<file path="src/rtl/decode_pkg.sv">
// Shared RV32I decode encodings: opcodes, control codes and operand selects
// consumed by the decode, execute and memory stages.
package decode_pkg;

   localparam int unsigned XLEN = 32;

   localparam logic [6:0] OPC_LOAD     = 7'b0000011;
   localparam logic [6:0] OPC_MISC_MEM = 7'b0001111;
   localparam logic [6:0] OPC_OP_IMM   = 7'b0010011;
   localparam logic [6:0] OPC_AUIPC    = 7'b0010111;
   localparam logic [6:0] OPC_STORE    = 7'b0100011;
   localparam logic [6:0] OPC_OP       = 7'b0110011;
   localparam logic [6:0] OPC_LUI      = 7'b0110111;
   localparam logic [6:0] OPC_BRANCH   = 7'b1100011;
   localparam logic [6:0] OPC_JALR     = 7'b1100111;
   localparam logic [6:0] OPC_JAL      = 7'b1101111;
   localparam logic [6:0] OPC_SYSTEM   = 7'b1110011;

   localparam logic [6:0]  F7_BASE    = 7'b0000000;
   localparam logic [6:0]  F7_ALT     = 7'b0100000;
   localparam logic [31:0] INST_ECALL = 32'h0000_0073;

   typedef enum logic [4:0] {
      EXE_X = 5'd0, EXE_ADD, EXE_SUB, EXE_AND, EXE_OR, EXE_XOR, EXE_SLL,
      EXE_SRL, EXE_SRA, EXE_SLT, EXE_SLTU, EXE_BEQ, EXE_BNE, EXE_BLT,
      EXE_BGE, EXE_BLTU, EXE_BGEU, EXE_JALR, EXE_COPY1
   } exe_fun_e;

   typedef enum logic [3:0] {
      WB_X = 4'd0, WB_ALU, WB_MEM, WB_PC, WB_CSR, WB_LB, WB_LBU, WB_LH, WB_LHU
   } wb_sel_e;

   typedef enum logic [4:0] {
      MEN_X = 5'd0, MEN_SB, MEN_SH, MEN_SW
   } mem_wen_e;

   typedef enum logic [2:0] {
      CSR_X = 3'd0, CSR_W, CSR_S, CSR_C, CSR_E
   } csr_cmd_e;

   typedef enum logic [1:0] {
      OP1_X = 2'd0, OP1_RS1, OP1_PC, OP1_IMZ
   } op1_sel_e;

   typedef enum logic [2:0] {
      OP2_X = 3'd0, OP2_RS2, OP2_IMI, OP2_SHAMT, OP2_IMS, OP2_IMJ, OP2_IMU
   } op2_sel_e;

   typedef struct packed {
      exe_fun_e exe;
      op1_sel_e op1;
      op2_sel_e op2;
      mem_wen_e mem;
      logic     rf_wen;
      wb_sel_e  wb;
      csr_cmd_e csr;
      logic     jmp;
   } ctrl_t;

   function automatic ctrl_t mk_ctrl(input exe_fun_e exe, input op1_sel_e op1,
                                     input op2_sel_e op2, input mem_wen_e mem,
                                     input logic rf_wen, input wb_sel_e wb,
                                     input csr_cmd_e csr, input logic jmp);
      mk_ctrl = '{exe: exe, op1: op1, op2: op2, mem: mem, rf_wen: rf_wen,
                  wb: wb, csr: csr, jmp: jmp};
   endfunction

   localparam ctrl_t CTRL_BUBBLE = mk_ctrl(EXE_X, OP1_X, OP2_X, MEN_X, 1'b0,
                                           WB_X, CSR_X, 1'b0);

   // alt selects SUB/SRA; the caller gates it to the encodings where it is legal
   function automatic exe_fun_e alu_fun(input logic [2:0] f3, input logic alt);
      case (f3)
         3'b000:  alu_fun = alt ? EXE_SUB : EXE_ADD;
         3'b001:  alu_fun = EXE_SLL;
         3'b010:  alu_fun = EXE_SLT;
         3'b011:  alu_fun = EXE_SLTU;
         3'b100:  alu_fun = EXE_XOR;
         3'b101:  alu_fun = alt ? EXE_SRA : EXE_SRL;
         3'b110:  alu_fun = EXE_OR;
         default: alu_fun = EXE_AND;
      endcase
   endfunction

   function automatic exe_fun_e branch_fun(input logic [2:0] f3);
      case (f3)
         3'b000:  branch_fun = EXE_BEQ;
         3'b001:  branch_fun = EXE_BNE;
         3'b100:  branch_fun = EXE_BLT;
         3'b101:  branch_fun = EXE_BGE;
         3'b110:  branch_fun = EXE_BLTU;
         3'b111:  branch_fun = EXE_BGEU;
         default: branch_fun = EXE_X;
      endcase
   endfunction

   function automatic wb_sel_e load_wb(input logic [2:0] f3);
      case (f3)
         3'b000:  load_wb = WB_LB;
         3'b001:  load_wb = WB_LH;
         3'b010:  load_wb = WB_MEM;
         3'b100:  load_wb = WB_LBU;
         3'b101:  load_wb = WB_LHU;
         default: load_wb = WB_X;
      endcase
   endfunction

   function automatic mem_wen_e store_wen(input logic [2:0] f3);
      case (f3)
         3'b000:  store_wen = MEN_SB;
         3'b001:  store_wen = MEN_SH;
         3'b010:  store_wen = MEN_SW;
         default: store_wen = MEN_X;
      endcase
   endfunction

   function automatic csr_cmd_e csr_fun(input logic [1:0] f3lo);
      case (f3lo)
         2'b01:   csr_fun = CSR_W;
         2'b10:   csr_fun = CSR_S;
         2'b11:   csr_fun = CSR_C;
         default: csr_fun = CSR_X;
      endcase
   endfunction

endpackage

</file>
<file path="src/rtl/decode_imm_gen.sv">
// Combinational RV32I immediate generator: I/S/B/J sign-extended, U shifted,
// Z (CSR uimm) zero-extended.
module decode_imm_gen
   import decode_pkg::*;
(
   input  logic [XLEN-1:0] i_inst,
   output logic [XLEN-1:0] o_imm_i,
   output logic [XLEN-1:0] o_imm_s,
   output logic [XLEN-1:0] o_imm_b,
   output logic [XLEN-1:0] o_imm_j,
   output logic [XLEN-1:0] o_imm_u,
   output logic [XLEN-1:0] o_imm_z
);

   always_comb begin
      o_imm_i = {{20{i_inst[31]}}, i_inst[31:20]};
      o_imm_s = {{20{i_inst[31]}}, i_inst[31:25], i_inst[11:7]};
      o_imm_b = {{19{i_inst[31]}}, i_inst[31], i_inst[7], i_inst[30:25],
                 i_inst[11:8], 1'b0};
      o_imm_j = {{11{i_inst[31]}}, i_inst[31], i_inst[19:12], i_inst[20],
                 i_inst[30:21], 1'b0};
      o_imm_u = {i_inst[31:12], 12'b0};
      o_imm_z = {27'b0, i_inst[19:15]};
   end

endmodule

</file>
<file path="src/rtl/decode_stage.sv">
// RV32I decode stage: one-cycle registered decode of inst/reg_pc into ALU
// operands, immediates and control codes; unknown encodings become bubbles.
module decode_stage
   import decode_pkg::*;
(
   input  logic            clk,
   input  logic            reset,
   input  logic [XLEN-1:0] inst,
   input  logic [XLEN-1:0] reg_pc,
   input  logic [XLEN-1:0] regfile [0:31],
   output logic [XLEN-1:0] imm_i_sext,
   output logic [XLEN-1:0] imm_s_sext,
   output logic [XLEN-1:0] imm_b_sext,
   output logic [XLEN-1:0] imm_j_sext,
   output logic [XLEN-1:0] imm_u_shifted,
   output logic [XLEN-1:0] imm_z_uext,
   output logic [XLEN-1:0] output_reg_pc,
   output logic [4:0]      exe_fun,
   output logic [XLEN-1:0] op1_data,
   output logic [XLEN-1:0] op2_data,
   output logic [XLEN-1:0] rs2_data,
   output logic [4:0]      mem_wen,
   output logic            rf_wen,
   output logic [3:0]      wb_sel,
   output logic [4:0]      wb_addr,
   output logic [2:0]      csr_cmd,
   output logic            jmp_flg
);

   logic [6:0]      w_opcode;
   logic [2:0]      w_f3;
   logic [6:0]      w_f7;
   logic [4:0]      w_rs1_addr;
   logic [4:0]      w_rs2_addr;
   logic [XLEN-1:0] w_rs1;
   logic [XLEN-1:0] w_rs2;
   logic [XLEN-1:0] w_imm_i, w_imm_s, w_imm_b, w_imm_j, w_imm_u, w_imm_z;
   logic [XLEN-1:0] w_op1;
   logic [XLEN-1:0] w_op2;
   logic            w_legal_shift_imm;
   ctrl_t           w_ctrl;

   decode_imm_gen u_imm_gen (
      .i_inst  (inst),
      .o_imm_i (w_imm_i),
      .o_imm_s (w_imm_s),
      .o_imm_b (w_imm_b),
      .o_imm_j (w_imm_j),
      .o_imm_u (w_imm_u),
      .o_imm_z (w_imm_z)
   );

   always_comb begin
      w_opcode   = inst[6:0];
      w_f3       = inst[14:12];
      w_f7       = inst[31:25];
      w_rs1_addr = inst[19:15];
      w_rs2_addr = inst[24:20];
      w_rs1      = (w_rs1_addr == 5'd0) ? '0 : regfile[w_rs1_addr];
      w_rs2      = (w_rs2_addr == 5'd0) ? '0 : regfile[w_rs2_addr];
   end

   // SLLI needs funct7 zero; SRLI/SRAI accept only base or alt funct7
   always_comb begin
      case (w_f3)
         3'b001:  w_legal_shift_imm = (w_f7 == F7_BASE);
         3'b101:  w_legal_shift_imm = (w_f7 == F7_BASE) || (w_f7 == F7_ALT);
         default: w_legal_shift_imm = 1'b1;
      endcase
   end

   always_comb begin
      w_ctrl = CTRL_BUBBLE;
      case (w_opcode)
         OPC_OP: begin
            if ((w_f7 == F7_BASE) ||
                ((w_f7 == F7_ALT) && ((w_f3 == 3'b000) || (w_f3 == 3'b101))))
               w_ctrl = mk_ctrl(alu_fun(w_f3, w_f7[5]), OP1_RS1, OP2_RS2, MEN_X,
                                1'b1, WB_ALU, CSR_X, 1'b0);
         end
         OPC_OP_IMM: begin
            if (w_legal_shift_imm)
               w_ctrl = mk_ctrl(alu_fun(w_f3, (w_f3 == 3'b101) && w_f7[5]), OP1_RS1,
                                (w_f3[1:0] == 2'b01) ? OP2_SHAMT : OP2_IMI,
                                MEN_X, 1'b1, WB_ALU, CSR_X, 1'b0);
         end
         OPC_LOAD: begin
            if (load_wb(w_f3) != WB_X)
               w_ctrl = mk_ctrl(EXE_ADD, OP1_RS1, OP2_IMI, MEN_X, 1'b1,
                                load_wb(w_f3), CSR_X, 1'b0);
         end
         OPC_STORE: begin
            if (store_wen(w_f3) != MEN_X)
               w_ctrl = mk_ctrl(EXE_ADD, OP1_RS1, OP2_IMS, store_wen(w_f3), 1'b0,
                                WB_X, CSR_X, 1'b0);
         end
         OPC_BRANCH: begin
            if (branch_fun(w_f3) != EXE_X)
               w_ctrl = mk_ctrl(branch_fun(w_f3), OP1_RS1, OP2_RS2, MEN_X, 1'b0,
                                WB_X, CSR_X, 1'b0);
         end
         OPC_JAL:
            w_ctrl = mk_ctrl(EXE_ADD, OP1_PC, OP2_IMJ, MEN_X, 1'b1, WB_PC, CSR_X, 1'b1);
         OPC_JALR: begin
            if (w_f3 == 3'b000)
               w_ctrl = mk_ctrl(EXE_JALR, OP1_RS1, OP2_IMI, MEN_X, 1'b1, WB_PC,
                                CSR_X, 1'b1);
         end
         OPC_LUI:
            w_ctrl = mk_ctrl(EXE_ADD, OP1_X, OP2_IMU, MEN_X, 1'b1, WB_ALU, CSR_X, 1'b0);
         OPC_AUIPC:
            w_ctrl = mk_ctrl(EXE_ADD, OP1_PC, OP2_IMU, MEN_X, 1'b1, WB_ALU, CSR_X, 1'b0);
         OPC_SYSTEM: begin
            if (inst == INST_ECALL)
               w_ctrl = mk_ctrl(EXE_X, OP1_X, OP2_X, MEN_X, 1'b0, WB_X, CSR_E, 1'b0);
            else if (w_f3[1:0] != 2'b00)
               w_ctrl = mk_ctrl(EXE_COPY1, w_f3[2] ? OP1_IMZ : OP1_RS1, OP2_X, MEN_X,
                                1'b1, WB_CSR, csr_fun(w_f3[1:0]), 1'b0);
         end
         OPC_MISC_MEM:
            w_ctrl = CTRL_BUBBLE;
         default:
            w_ctrl = CTRL_BUBBLE;
      endcase
   end

   always_comb begin
      case (w_ctrl.op1)
         OP1_RS1: w_op1 = w_rs1;
         OP1_PC:  w_op1 = reg_pc;
         OP1_IMZ: w_op1 = w_imm_z;
         default: w_op1 = '0;
      endcase
      case (w_ctrl.op2)
         OP2_RS2:   w_op2 = w_rs2;
         OP2_IMI:   w_op2 = w_imm_i;
         OP2_SHAMT: w_op2 = {27'b0, w_imm_i[4:0]};
         OP2_IMS:   w_op2 = w_imm_s;
         OP2_IMJ:   w_op2 = w_imm_j;
         OP2_IMU:   w_op2 = w_imm_u;
         default:   w_op2 = '0;
      endcase
   end

   always_ff @(posedge clk or posedge reset) begin
      if (reset) begin
         imm_i_sext    <= '0;
         imm_s_sext    <= '0;
         imm_b_sext    <= '0;
         imm_j_sext    <= '0;
         imm_u_shifted <= '0;
         imm_z_uext    <= '0;
         output_reg_pc <= '0;
         exe_fun       <= '0;
         op1_data      <= '0;
         op2_data      <= '0;
         rs2_data      <= '0;
         mem_wen       <= '0;
         rf_wen        <= 1'b0;
         wb_sel        <= '0;
         wb_addr       <= '0;
         csr_cmd       <= '0;
         jmp_flg       <= 1'b0;
      end else begin
         imm_i_sext    <= w_imm_i;
         imm_s_sext    <= w_imm_s;
         imm_b_sext    <= w_imm_b;
         imm_j_sext    <= w_imm_j;
         imm_u_shifted <= w_imm_u;
         imm_z_uext    <= w_imm_z;
         output_reg_pc <= reg_pc;
         exe_fun       <= w_ctrl.exe;
         op1_data      <= w_op1;
         op2_data      <= w_op2;
         rs2_data      <= w_rs2;
         mem_wen       <= w_ctrl.mem;
         rf_wen        <= w_ctrl.rf_wen;
         wb_sel        <= w_ctrl.wb;
         wb_addr       <= inst[11:7];
         csr_cmd       <= w_ctrl.csr;
         jmp_flg       <= w_ctrl.jmp;
      end
   end

endmodule

</file>
<file path="config.mk">
export PLATFORM = sky130hd
export DESIGN_NAME = decode_stage
export DESIGN_NICKNAME = d
export VERILOG_FILES = /design/src/rtl/decode_pkg.sv /design/src/rtl/decode_imm_gen.sv /design/src/rtl/decode_stage.sv
export SDC_FILE = /design/constraint.sdc
export NUM_CORES = 1
export LEC_CHECK = 0
export ABC_AREA = 1
export CORE_AREA = 3 3 559 561
export CTS_BUF_LIST = sky130_fd_sc_hd__clkbuf_8
export DETAILED_ROUTE_END_ITERATION = 8
export DIE_AREA = 0 0 562 564
export GPL_ROUTABILITY_DRIVEN = 0
export PLACE_DENSITY_LB_ADDON = 0.15
export RECOVER_POWER = 25
export SLEW_MARGIN = 10
export SYNTH_ARGS = -nofsm -noshare
export SYNTH_HDL_FRONTEND = slang
export SYNTH_SLANG_ARGS = --single-unit
export TNS_END_PERCENT = 20
</file>
<file path="constraint.sdc">
create_clock -name clk -period 6.37 [get_ports clk]
set_input_delay 1.911 -clock clk [delete_from_list [all_inputs] [get_ports clk]]
set_output_delay 1.911 -clock clk [all_outputs]
set_load 0.005 [all_outputs]
</file>
* Word-level counts from Yosys, hierarchy flattened *
Index checks and enable logic that the tools add are counted.
W data, S select, Z words.

storage, ports and cells
  flip-flop bits (word level) = 233
  input bits = 1090
  output and inout bits = 344

operators by class
  equal/unequal tests = 31
  magnitude comparators = 2
  muxes and demuxes = 35
  reduce and logical (&&, ||, !) cells = 13
  bitwise logic cells = 2

operators with widths
  operator               number
  $bmux W32 S5           2
  $pmux W24 S10          1
  $mux W32               6
  $pmux W32 S6           1
  $mux W24               4
  $pmux W32 S3           1
  $pmux W4 S7            2
  $mux W23               2
  $mux W20               2
  $eq A32 B7 Y1 const B  1
  $pmux W5 S6            1
  $eq A7 B6 Y1 const B   4
  $eq A7 B7 Y1 const B   4
  $eq A3 B3 Y1 const B   7
  $pmux W4 S5            1
  $eq A7 B5 Y1 const B   2
  $eq A3 B2 Y1 const B   4
  $ge A6 B6 Y1 const B   2
  $mux W4                3
  $not A5 Y6             2
  $pmux W2 S3            2
  $logic_not A5 Y1       2
  $mux W5                2
  $reduce_bool A5 Y1     2
  13 further kinds       23

* Logic depth before layout (Yosys ltp) *
Gate-level depths: netlist of run 1.

  word-level depth = 8
  mapped depth = 15

* By module *
From an unflattened synthesis of run 1, not the netlist that was laid out.

second synthesis, totals
  cells, all modules = 5779
  area, all modules = 33413.3 um^2

by module, submodules not included
  module          times used  cells each  area an instance (um^2)  seq. area each (um^2)
  decode_stage    1           5586        31968.2                  8533.2
  decode_imm_gen  1           193         1445.1                   0.0

* Least setup slack after synthesis of run 1 *
OpenSTA, ideal clock, no wires.

  kind = reg-to-output
  from = reg imm_u_shifted[31] (netlist name)
  to = out imm_b_sext[13]
  required time = 4.459 ns
  arrival = 1.706 ns
  path slack = 2.753 ns
  cell stages (with the launch flop) = 2
  cells stage by stage = dfrtp_1 -> buf_4

RTL lines
  element        line                RTL
  end, declared  decode_stage.sv:13  output logic [XLEN-1:0] imm_b_sext,

* Worst setup path in the final report of run 1 *
  from = in inst[19]
  to = reg op1_data[22]

between the ends
  cells in the longest elaborated chain, start to end = 6

RTL lines
  element                                       line                 RTL
  start, declared                               decode_stage.sv:8    input logic [XLEN-1:0] inst,
  $not A5 Y6 (implied by the code)              decode_stage.sv:59   w_rs1 = (w_rs1_addr == 5'd0) ? '0 : regfile[w_rs1_addr];
  $bmux W32 S5                                  decode_stage.sv:59
  $mux W32 (implied by the code) (2 in series)  decode_stage.sv:59
  $mux W32                                      decode_stage.sv:59
  $pmux W32 S3 *                                decode_stage.sv:128  case (w_ctrl.op1)
  net w_op1[22]                                 decode_stage.sv:38   logic [XLEN-1:0] w_op1;
  end signal, assigned                          decode_stage.sv:173  op1_data <= w_op1;
  end, declared                                 decode_stage.sv:19   output logic [XLEN-1:0] op1_data,

The timed path passes the listed nets; every way through them passes the cells marked *. The select of a mux whose other input is x is not followed.

==> flow_metrics.py, run 1 <==
metrics = {
    "run_status": {
        "status": "finished with violations",
        "violations": "max-capacitance violations, max-slew violations",
    },
    "power_and_ir_drop": {
        "ir_drop_mv": 0.1125,
        "power.density_mw_per_mm2": 119.2,
        "p_leak_nw": 19.40,
        "p_total_w": 0.005477,
    },
    "grt": {
        "grt_overflow": 0,
        "grt_max_degree": 151,
        "grt_pass1_wl_mm": 437.8,
        "grt_util_all_layers_pct": 20.79,
        "antenna_found_initial": 228,
        "first_global_vias": 41216,
    },
    "clock_tree": {
        "h-tree-depth": 4,
        "cts_setup_buffers": 0,
        "clock_sinks": 169,
        "cts_tree": "built",
        "cts_hold_buf": 0,
        "cts_resized": 0,
        "clk_pin_slew_ns": 0.15,
        "cts_buffer_depth": 3,
        "root_buffer": "clkbuf_8",
        "cts_buffers": 25,
    },
    "layout": {
        "seq_area_mm2": 0.004230,
        "layout_common_cells": "nand2_1 (2230), clkdlybuf4s50_1 (1330), nand3_1 (1066)",
        "fin_nets": 7468,
        "area_growth_pct": 62.61,
        "fillers": 36081,
        "layout-drive-gt1-share_pct": 4.684,
        "final_area_mm2": 0.04596,
        "multi_input_area_mm2": 0.01953,
        "final_common_cell": "nand2_1",
    },
    "placed_design": {
        "io_buffers": 1389,
        "post-place-ws_ns": 0.9107,
        "dpl.hpwl_mm": 284.8,
        "placed_area_mm2": 0.04534,
    },
    "timing": {
        "rsz0062_at_grt": "no",
        "slew_violations": 149,
        "finalSetupTns_ns": 0,
        "fin_crit_sh_pct": 75.68,
        "hold_viol_final": 0,
        "fmax_mhz": 207.4,
        "worst_pin_slew_ns": 2.259,
        "fin_crit_ns": 4.821,
        "slew-limit-headroom_pct": -50.62,
        "setup_slack_ns": 1.549,
        "setup_viol": 0,
    },
    "routing": {
        "dr.pass1.iters": 6,
        "antenna_violating_nets_post_route": 0,
        "drtIter0Drc": 4002,
        "wirelength_mm": 345.2,
        "vias": 42775,
        "viasPerCell": 4.040,
        "drc": 0,
        "wire_per_inst_um": 32.61,
    },
    "critical_path": {
        "worst-path-max-fanout": 26,
        "crit_path_start_kind": "input port",
        "crit_type": "input port to flop",
        "arrival_ns": 5.39,
        "worstSetupEndpointType": "flop",
        "cp.required_ns": 6.94,
    },
    "synth": {
        "ys_async_sr_fraction_pct": 100.0,
        "synth_cell_types": 40,
        "synthFlopType": "dfrtp_1",
        "syn_area_mm2": 0.02826,
        "yosysSeqAreaShare_pct": 14.96,
        "synth-edff-count": 0,
        "synth-seq-cells": 169,
        "synth_cells": 5405,
        "yosys_warnings": 0,
        "syn_avg_cell_area_um2": 5.229,
    },
    "hold_path": {
        "hp-class": "input port to flop",
    },
    "floorplanning": {
        "die-area_mm2": 0.3170,
        "num_io_pins": 1434,
        "start_util_pct": 9.167,
        "die_y_um": 564,
        "core_area_mm2": 0.3083,
        "rows": 204,
        "die_width_um": 562,
    },
    "flow_run": {
        "cap_viol_max_count": 3,
    },
}
-- synthesized netlist by cell type (all sizes together) (7+ instances only) --
master	n	area [µm²]
or2	10	62.56
nand2	2240	8443
nor2	168	715.7
o21ai	440	2206
nand3	1142	6096
o211ai	43	322.8
clkbuf	150	563.0
o22ai	7	43.79
buf	458	3017
nor3	15	80.08
inv	300	1126
dfrtp	169	4229
a21oi	241	1206
nand4	10	62.56
-- power by group --
group	internal, W	switching, W
combinational	0.00123	0.00195
clock	0.000457	0.000649
sequential	0.00113	0.0000667
total	0.00282	0.00266
-- final cells by class --
class                           count  area share (%)
Antenna cell                       83          0.4519
Tap cell                         4120           11.22
Clock buffer                       26          0.7786
Multi-Input combinational cell   4368           42.49
Timing Repair Buffer             1511           33.11
Sequential cell                   169           9.204
Inverter                          303           2.562
Clock inverter                      7          0.1797
-- critical path: stages --
cell and delay [ns]:
clkbuf_1 1.44, buf_4 0.77, nand3_1 0.59, nand3_1 0.27, nand3_2 0.16, nand2_1 0.13
-- stage by stage --
stage | hold WS (ns) | cells | utilization, %
2_1_floorplan | 1.942 | 5448 | -
3_3_place_gp | 2.205 | 10470 | 14.71
3_5_place_dp | 2.205 | 10470 | 14.71
4_1_cts | 1.366 | 10503 | 14.85
5_1_grt | 1.364 | 10553 | 14.88
6_report | 1.433 | 10587 | 14.91
-- path summary, 6_finish.rpt --
| check | startpoint | endpoint | slack, ns | depth (start not counted) |
|---|---|---|---|---|
| min in group asynchronous | reset | output_reg_pc[19] | 1.74 | 2 |
| setup / recovery | inst[19] | op1_data[22] | 1.55 | 6 |
| hold / removal | inst[22] | imm_i_sext[2] | 1.43 | 1 |
| max in group asynchronous | reset | imm_u_shifted[31] | 1.91 | 3 |
-- flip-flops by register name (all words and copies together), names as in the netlist, 5 cells and up --
register and count:
imm_i_sext 5, output_reg_pc 32, imm_u_shifted 5, exe_fun 5, op1_data 32, op2_data 32, imm_s_sext 7, rs2_data 32
-- per-layer routing --
layer | track usage (%) | part of all wire (%) | wire (µm) | up-vias
met3 | 4.889 | 6.5 | 22470 | 485
li1 | - | - | - | 19355
met5 | 0 | 0.27 | 946 | -
met1 | 25.13 | 41 | 142400 | 20676
met2 | 37.07 | 50 | 171900 | 2119
met4 | 4.584 | 2.2 | 7503 | 140
-- cells by family (layout without fill, tap and decap cells) --
logic type,count (synthesis),in the layout,share of synthesized area [%]
AO/OA/AOI/OAI,736,736,13.51
buffers and inverters,911,1847,16.69
flip-flops,169,169,14.96
other,1,127,0.01327
AND/OR/NAND/NOR,3588,3588,54.83
No activity file was read; power rests on OpenSTA's default activity.
==> run 2, diff against run 1 <==
==> constraint.sdc (replaced) <==
create_clock -name clk -period 3.9 [get_ports clk]
set_input_delay 1.17 -clock clk [delete_from_list [all_inputs] [get_ports clk]]
set_output_delay 1.17 -clock clk [all_outputs]
set_load 0.005 [all_outputs]
==> run 2 against run 1 <==
Compared with the run above:
- the run still ends with max-capacitance violations, max-slew violations left
- global-route usage fell by 0.19 points
- critical path depth rose by 1
- sequential cell count did not move
- final cell count rose by 1.3%
- combinational power rose by 69%
==> flow_metrics.py, run 2 (synthesized netlist as in run 1, its figures left out) <==
metrics = {
    "run_status": {
        "status": "finished with violations",
        "violations": "max-capacitance violations, max-slew violations",
    },
    "layout": {
        "final_area_mm2": 0.04749,
        "final_common_cell": "nand2_1",
        "fin_nets": 7623,
        "layout_common_cells": "nand2_1 (2230), clkdlybuf4s50_1 (1337), nand3_1 (1065)",
        "layout-drive-gt1-share_pct": 6.897,
        "area_growth_pct": 68.03,
    },
    "power_and_ir_drop": {
        "pwr-share-comb_pct": 59.2,
        "clock_power_share_pct": 20.1,
        "p_int_w": 0.004789,
        "ir_drop_mv": 0.1226,
        "p_leak_nw": 20.26,
        "power.density_mw_per_mm2": 191.7,
        "p_sw_w": 0.004316,
        "sw_frac_of_total_pct": 47.40,
        "pwr-share-seq_pct": 20.8,
    },
    "grt": {
        "grt_util_all_layers_pct": 20.60,
        "grt_pass1_wl_mm": 434.9,
        "met3_usage_pct": 4.816,
        "antenna_found_initial": 238,
        "grt_overflow": 0,
        "grt_max_degree": 81,
        "met2_usage_pct": 36.98,
        "grt.met1_usage_pct": 24.77,
        "busiest_layer": "met2",
        "first_global_vias": 41533,
    },
    "floorplanning": {
        "start_util_pct": 9.167,
        "num_io_pins": 1434,
        "rows": 204,
        "die-area_mm2": 0.3170,
        "die_width_um": 562,
        "die_y_um": 564,
        "core_area_mm2": 0.3083,
    },
    "routing": {
        "drc": 0,
        "antenna_violating_nets_post_route": 0,
        "vias": 43282,
        "viasPerCell": 4.037,
        "dr.pass1.iters": 6,
        "wire_per_inst_um": 31.89,
        "drtIter0Drc": 4319,
        "wirelength_mm": 341.9,
    },
    "timing": {
        "worst_pin_slew_ns": 1.935,
        "fmax_mhz": 287.5,
        "hold_viol_final": 0,
        "fin_crit_ns": 3.479,
        "finalSetupTns_ns": 0,
        "slew-limit-headroom_pct": -28.98,
        "setup_viol": 0,
        "rsz0062_at_grt": "no",
        "slew_violations": 153,
        "fin_crit_sh_pct": 89.19,
    },
    "critical_path": {
        "crit_path_start_kind": "input port",
        "critPathMaxStageDelay_ns": 1.09,
        "critPathTopFamily": "buffers and inverters",
        "cp.required_ns": 4.48,
        "crit_type": "input port to flop",
        "crit_top_cell": "nand3_1",
        "arrival_ns": 4.06,
        "worstSetupEndpointType": "flop",
        "crit_buf_inv": 4,
        "worst-path-max-fanout": 26,
        "path_cells": "clkbuf_1, nor4_4, buf_12, inv_2, buf_4, nand3_1, nand3_1",
        "worst_path_max_delay_cell": "clkbuf_1",
    },
    "hold_path": {
        "hp-class": "input port to asynchronous set/reset pin",
    },
    "clock_tree": {
        "cts_buffer_depth": 3,
        "clock_sinks": 169,
        "cts_setup_buffers": 0,
        "cts_tree": "built",
        "cts_hold_buf": 0,
        "h-tree-depth": 4,
        "clk_pin_slew_ns": 0.11,
        "cts_buffers": 25,
        "root_buffer": "clkbuf_8",
        "cts_resized": 0,
    },
    "placed_design": {
        "io_buffers": 1389,
        "placed_area_mm2": 0.04697,
        "dpl.hpwl_mm": 288.7,
    },
    "flow_run": {
        "cap_viol_max_count": 4,
    },
}
## run 2: cell types whose count changed in the layout (fill, tap and decap cells not counted), moves of 3 or more
cell	previous run	this run
dlygate4sd3_1	49	42
clkbuf_1	4	10
clkdlybuf4s50_1	1330	1337
diode_2	83	62
buf_4	88	202
buf_12	31	65
clkbuf_2	0	3
## run 2: cell type report
class / count / area (µm²)
Fill cell: 36009 / 260800
Multi-Input combinational cell: 4368 / 19540
Timing Repair Buffer: 1666 / 16770
Tap cell: 4120 / 5155
Sequential cell: 169 / 4230
Inverter: 303 / 1177
Clock buffer: 28 / 385.4
Antenna cell: 62 / 155.1
Clock inverter: 5 / 73.82
## run 2: stage by stage
stage / hold slack, ns / setup slack, ns / instances / total power (W) / util (%)
2_1_floorplan: 1.201 / 0.5753 / 5448 / 0.003942 / -
3_3_place_gp: 1.508 / -0.07267 / 10626 / 0.007501 / 15.23
3_5_place_dp: 1.508 / -0.03336 / 10626 / 0.007483 / 15.23
4_1_cts: 0.7083 / 0.4038 / 10659 / 0.009451 / 15.38
5_1_grt: 0.8853 / 0.2883 / 10698 / 0.009705 / 15.38
6_report: 0.9366 / 0.4215 / 10721 / 0.009106 / 15.40
## run 2: worst paths after layout
kind,slack [ns],cells after the start,to,from
max in group asynchronous,0.72,3,imm_u_shifted[31],reset
min in group clk,0.94,2,imm_z_uext[0],inst[15]
hold / removal,0.94,2,output_reg_pc[3],reset
setup / recovery,0.42,7,op2_data[23],inst[24]
## run 2: power groups by stage
stage / clock network, W / registers [W] / logic, W
after CTS: 0.00198 / 0.00189 / 0.00557
final: 0.00183 / 0.00189 / 0.00539
after floorplan: 0 / 0.00193 / 0.00202
after global placement: 0 / 0.00193 / 0.00557
after global routing: 0.00197 / 0.00190 / 0.00583
after detailed placement: 0 / 0.00193 / 0.00555
## run 2: routing by layer
metal  part of all wire, %  vias to the layer above
met5                  0.26                        -
met4                   2.5                      132
met3                   7.1                      468
met2                    50                     2322
met1                    40                    20750
li1                      -                    19610
